<file path="config.mk">
export PLATFORM = sky130hd
export DESIGN_NAME = work_dispatcher
export DESIGN_NICKNAME = d
export VERILOG_FILES = /design/src/rtl/work_dispatcher.sv
export SDC_FILE = /design/constraint.sdc
export NUM_CORES = 2
export LEC_CHECK = 0
export ABC_AREA = 0
export ABC_CLOCK_PERIOD_IN_PS = 2700
export CORE_MARGIN = 4
export CORE_UTILIZATION = 25
export DETAILED_ROUTE_END_ITERATION = 10
export PLACE_DENSITY = 0.55
export SYNTH_ARGS = -nofsm -noshare
export SYNTH_HDL_FRONTEND = slang
export SYNTH_SLANG_ARGS = --single-unit
</file>
<file path="constraint.sdc">
create_clock -name clk -period 2.7 [get_ports clk]
set_clock_uncertainty 0.15 [all_clocks]
set_input_delay 0.405 -clock clk [delete_from_list [all_inputs] [get_ports clk]]
set_output_delay 0.405 -clock clk [all_outputs]
set_load 0.01 [all_outputs]
</file>
<file path="src/rtl/work_dispatcher.sv">
// Host-side job/solution dispatcher for the mining core: loads a job, streams
// it to the core over the 32-bit word bus, then relays solution claims and verdicts.
module work_dispatcher #(
  parameter logic [31:0] TIMEOUT_CYCLES = 32'd100_000_000
) (
  input  logic         clk,
  input  logic         rst,
  input  logic         job_valid,
  output logic         job_ready,
  input  logic [255:0] job_midstate,
  input  logic [511:0] job_header,
  output logic         result_valid,
  output logic         result_found,
  output logic [31:0]  result_nonce,
  input  logic         result_ready,
  input  logic         result_accept,
  output logic         start_found,
  output logic [31:0]  in_data,
  input  logic         sol_claim,
  input  logic [31:0]  out_data,
  output logic [1:0]   sol_response,
  output logic [2:0]   state_dbg
);

  // Handshakes: a transfer happens on a rising edge where valid && ready are
  // both high; valid is held stable by its source until that edge.

  typedef enum logic [2:0] {
    IDLE    = 3'd0,
    START   = 3'd1,
    MID     = 3'd2,
    HEAD    = 3'd3,
    SOLVE   = 3'd4,
    REPORT  = 3'd5,
    RESPOND = 3'd6
  } state_t;

  localparam logic [31:0] TIMEOUT_LAST = TIMEOUT_CYCLES - 32'd1;

  state_t       state, state_nxt;
  logic [255:0] mid_q;
  logic [511:0] head_q;
  logic [3:0]   word_idx;
  logic [31:0]  timeout_cnt;
  logic         timeout_hit;

  assign timeout_hit  = (timeout_cnt == TIMEOUT_LAST);
  assign job_ready    = (state == IDLE) && !rst;
  assign result_valid = (state == REPORT);
  assign state_dbg    = state;

  always_comb begin
    state_nxt = state;
    case (state)
      IDLE:    if (job_valid) state_nxt = START;
      START:   state_nxt = MID;
      MID:     if (word_idx == 4'd7) state_nxt = HEAD;
      HEAD:    if (word_idx == 4'd15) state_nxt = SOLVE;
      SOLVE:   if (sol_claim || timeout_hit) state_nxt = REPORT;
      REPORT:  if (result_ready) state_nxt = result_found ? RESPOND : IDLE;
      // sol_response still carries the verdict sent in this cycle
      RESPOND: state_nxt = (sol_response == 2'b01) ? IDLE : SOLVE;
      default: state_nxt = IDLE;
    endcase
  end

  always_ff @(posedge clk) begin
    if (rst) begin
      state        <= IDLE;
      mid_q        <= '0;
      head_q       <= '0;
      word_idx     <= '0;
      timeout_cnt  <= '0;
      result_found <= 1'b0;
      result_nonce <= '0;
      start_found  <= 1'b0;
      in_data      <= '0;
      sol_response <= 2'b00;
    end else begin
      state        <= state_nxt;
      start_found  <= 1'b0;
      sol_response <= 2'b00;
      case (state)
        IDLE: begin
          in_data <= '0;
          if (job_valid) begin
            mid_q       <= job_midstate;
            head_q      <= job_header;
            timeout_cnt <= '0;
            start_found <= 1'b1;
          end
        end
        // Words are shifted out of the top of the job registers so the
        // next word to send is always in the most-significant slot.
        START: begin
          word_idx <= '0;
          in_data  <= mid_q[255:224];
          mid_q    <= {mid_q[223:0], 32'h0};
        end
        MID: begin
          if (word_idx == 4'd7) begin
            word_idx <= '0;
            in_data  <= head_q[511:480];
            head_q   <= {head_q[479:0], 32'h0};
          end else begin
            word_idx <= word_idx + 4'd1;
            in_data  <= mid_q[255:224];
            mid_q    <= {mid_q[223:0], 32'h0};
          end
        end
        HEAD: begin
          if (word_idx == 4'd15) begin
            in_data <= '0;
          end else begin
            word_idx <= word_idx + 4'd1;
            in_data  <= head_q[511:480];
            head_q   <= {head_q[479:0], 32'h0};
          end
        end
        SOLVE: begin
          in_data     <= '0;
          timeout_cnt <= timeout_cnt + 32'd1;
          // A claim in the match cycle takes priority over the abort
          if (sol_claim) begin
            result_found <= 1'b1;
            result_nonce <= out_data;
          end else if (timeout_hit) begin
            result_found <= 1'b0;
            result_nonce <= '0;
            sol_response <= 2'b11;
          end
        end
        REPORT: begin
          if (result_ready && result_found)
            sol_response <= result_accept ? 2'b01 : 2'b10;
        end
        RESPOND: begin
          if (sol_response == 2'b01) timeout_cnt <= '0;
        end
        default: ;
      endcase
    end
  end

endmodule

</file>
==> flow_metrics.py <==
metrics = {
    "detailed_routing": {
        "route.detailed.drc": 0,
        "drtIter0Drc": 3225,
        "routed-via-count": 37100,
        "wl_per_cell_um": 21.8,
        "drtPass1Iterations": 7,
        "drt-total-wl_um": 163000,
        "vias_per_cell": 4.96,
        "drtAntennaViolNets": 0,
    },
    "sta": {
        "tightestPinTransition_ns": 1.17,
        "relSlewSlack_pct": 22.2,
        "timing.setup.tns_ns": 0,
        "min_period_over_period_pct": 95.9,
        "min_period_ns": 2.59,
        "setup_viol": 0,
        "fmaxAchievable_mhz": 386,
        "whs_ns": 0.0889,
        "maxSlewViolCount": 0,
        "rsz0062_at_grt": "no",
        "hold_violations": 0,
    },
    "global_route": {
        "grt_pass1_wl_um": 232000,
        "grtUsageTotal_pct": 20.1,
        "grt_pass1_vias": 35500,
        "gr-total-overflow": 0,
        "grt_max_degree": 193,
        "grt_antenna_before_repair": 46,
    },
    "cells_and_area": {
        "final_net_count": 6276,
        "final_layout_size_suffix_gt1_share_pct": 6.20,
        "n_fill_cell": 15300,
        "multi_input_area_sq_um": 17600,
        "stdcell_area_sq_um": 51700,
        "seq_area_sq_um": 17500,
        "area_delta_synth_final_pct": 40.1,
        "stdcell_count": 7488,
    },
    "power_and_ir_drop": {
        "intPower_w": 0.0357,
        "powerDensity_nw_per_um2": 1170,
        "clkPwrFrac_pct": 23.0,
        "pwr-share-seq_pct": 35.7,
        "combPwrFrac_pct": 41.3,
        "switching_share_pct": 41.0,
        "ir_drop_v": 0.00102,
        "leakagePower_nw": 19.0,
        "totalPowerFinal_w": 0.0605,
        "switching_power_w": 0.0248,
    },
    "synthesis": {
        "ys_top_cells_by_count": "nand2_1, dfxtp_1, nor2_1",
        "synth_edf_count": 0,
        "synth-seq-cells": 875,
        "synth_top_area_cell": "dfxtp_1",
        "yosysSeqAreaShare_pct": 47.5,
        "ys_warn_count": 0,
        "synth.distinct_cells": 50,
        "synth_area_leaders": "dfxtp_1, a311oi_1, nand2_1, nor2_1, clkbuf_1",
        "syn_inst": 4792,
        "synth_fp_nets": 5600,
        "synth-async-reset-ratio_pct": 0,
        "synth_top_area_share_pct": 47.5,
        "synth.most_common_cell": "nand2_1",
        "syn_area_per_cell_sq_um": 7.70,
        "synth_area_sq_um": 36900,
        "synth_flop_cell": "dfxtp_1",
    },
    "critical_path": {
        "cp.arrival_ns": 2.04,
        "cp.required_ns": 2.14,
        "start_kind": "flop",
        "cp_max_fo": 13,
        "end_kind": "primary output",
        "setup.worst_path.class": "reg -> out",
    },
    "placement": {
        "io_buffers": 878,
        "post_dp_cell_area_sq_um": 48200,
        "dpl.cell_count": 7278,
        "dp_hpwl_um": 123000,
        "gp_congestion": 0.888,
    },
    "cts": {
        "root_buffer": "clkbuf_16",
        "cts_sinks": 875,
        "clk_transition_reported_paths_ns": 0.06,
        "cts_max_path_buffers": 3,
        "clock_latency_ns": 0.74,
        "cts_tree": "done",
        "cts_buffers": 101,
        "htree_levels": 3,
    },
    "die": {
        "initial_core_util_pct": 25.3,
        "die-height_um": 392,
        "core_sq_um": 146000,
        "fp.dieW_um": 392,
        "pin_count": 879,
        "die-area_sq_um": 154000,
        "num_rows": 140,
    },
    "min_path": {
        "hold_class": "in -> reg",
    },
    "job": {
        "maxCapViolCount": 0,
    },
    "run_status": {
        "status": "complete, no violations",
    },
}
logic make-up after synthesis:
family          count (synthesis)  share of synthesized area, %
compound gates                886                          19.9
xor+xnor                       24                         0.570
fa+ha+maj                       2                        0.0678
buf+inv                       468                          5.11
flops                         875                          47.5
mux                             2                        0.0543
simple gates                 2535                          26.8
sequential cells by signal, indices dropped and copies added (netlist names):
register      cells
result_nonce     32
sol_response      2
word_idx          4
mid_q           256
start_found       1
state_dbg         3
head_q          512
timeout_cnt      32
in_data          32
result_found      1
metal layers:
layer | GRT usage (%) | up-vias | part of all wire [%]
li1 | - | 18100 | -
met1 | 24.5 | 17400 | 40
met2 | 34.0 | 1272 | 48
met3 | 4.71 | 280 | 7.5
met4 | 8.27 | 26 | 4.0
met5 | 0 | - | 0.11
power by group through the flow:
stage | logic (W) | registers (W) | clock network [W]
floorplan | 0.0160 | 0.0204 | 0
global placement | 0.0246 | 0.0218 | 0
detailed placement | 0.0250 | 0.0219 | 0
CTS | 0.0250 | 0.0216 | 0.0143
global route | 0.0278 | 0.0222 | 0.0148
finish | 0.0250 | 0.0216 | 0.0139
cells in the final DEF, fill, tap and decap left out, types with 6 or more instances in the layout:
master | netlist | layout
clkbuf_1 | 358 | 19
diode_2 | 0 | 23
a311oi_1 | 704 | 704
buf_12 | 0 | 60
buf_4 | 2 | 94
nor3_1 | 39 | 38
a31oi_1 | 34 | 33
a221oi_1 | 32 | 32
xor2_1 | 19 | 19
nand4_1 | 10 | 10
or3_1 | 6 | 6
dfxtp_1 | 875 | 873
nand3_1 | 112 | 112
clkdlybuf4s50_1 | 0 | 874
nand2_1 | 1555 | 1553
clkbuf_8 | 0 | 26
and3_1 | 6 | 6
a21oi_1 | 82 | 82
clkbuf_16 | 0 | 103
clkinv_2 | 0 | 17
nor2_1 | 776 | 774
o21ai_0 | 10 | 10
critical path, cell delays in order, from the launching register on:
cell,delay (ns)
dfxtp_4,0.40
buf_6,0.17
nor4_2,0.28
buf_4,0.21
clkdlybuf4s15_2,0.24
layout make-up:
cell class | count | area share (%)
Multi-Input combinational cell | 3449 | 34.0
Sequential cell | 875 | 33.9
Timing Repair Buffer | 1035 | 20.8
Clock buffer | 147 | 5.77
Tap cell | 1917 | 4.64
Clock inverter | 36 | 0.767
Antenna cell | 23 | 0.111
Inverter | 6 | 0.0436
metrics by stage:
stage                     utilization, %  setup WS [ns]
after CTS                           35.3         0.0187
after detailed placement            33.0         0.0218
final                               35.4          0.110
after floorplan                        -          0.495
after global placement              33.0         0.0768
after global routing                35.4        0.00875
worst paths after layout:
check                       startpoint  slack, ns  depth (start not counted)                 endpoint
max          state_dbg[0]$_SDFFE_PP0P_       0.11                          4                job_ready
min                   job_midstate[10]       0.09                          3   mid_q[10]$_SDFFE_PP0P_
max reg2reg   word_idx[0]$_SDFFE_PP0P_       0.21                          9  mid_q[149]$_SDFFE_PP0P_
min reg2reg    head_q[23]$_SDFFE_PP0P_       0.30                          2  head_q[23]$_SDFFE_PP0P_
what timing repair did:
action | 4_1_cts | 5_1_grt
hold endpoints to repair | 10 | 0
setup buffers | 0 | 2
hold buffers | 1 | 0
gates cloned | 0 | 1
pin swaps | 0 | 1
gates resized for setup | 11 | 0
endpoints found under the setup margin | 4 | 2
No activity file was read; power rests on OpenSTA's default activity.
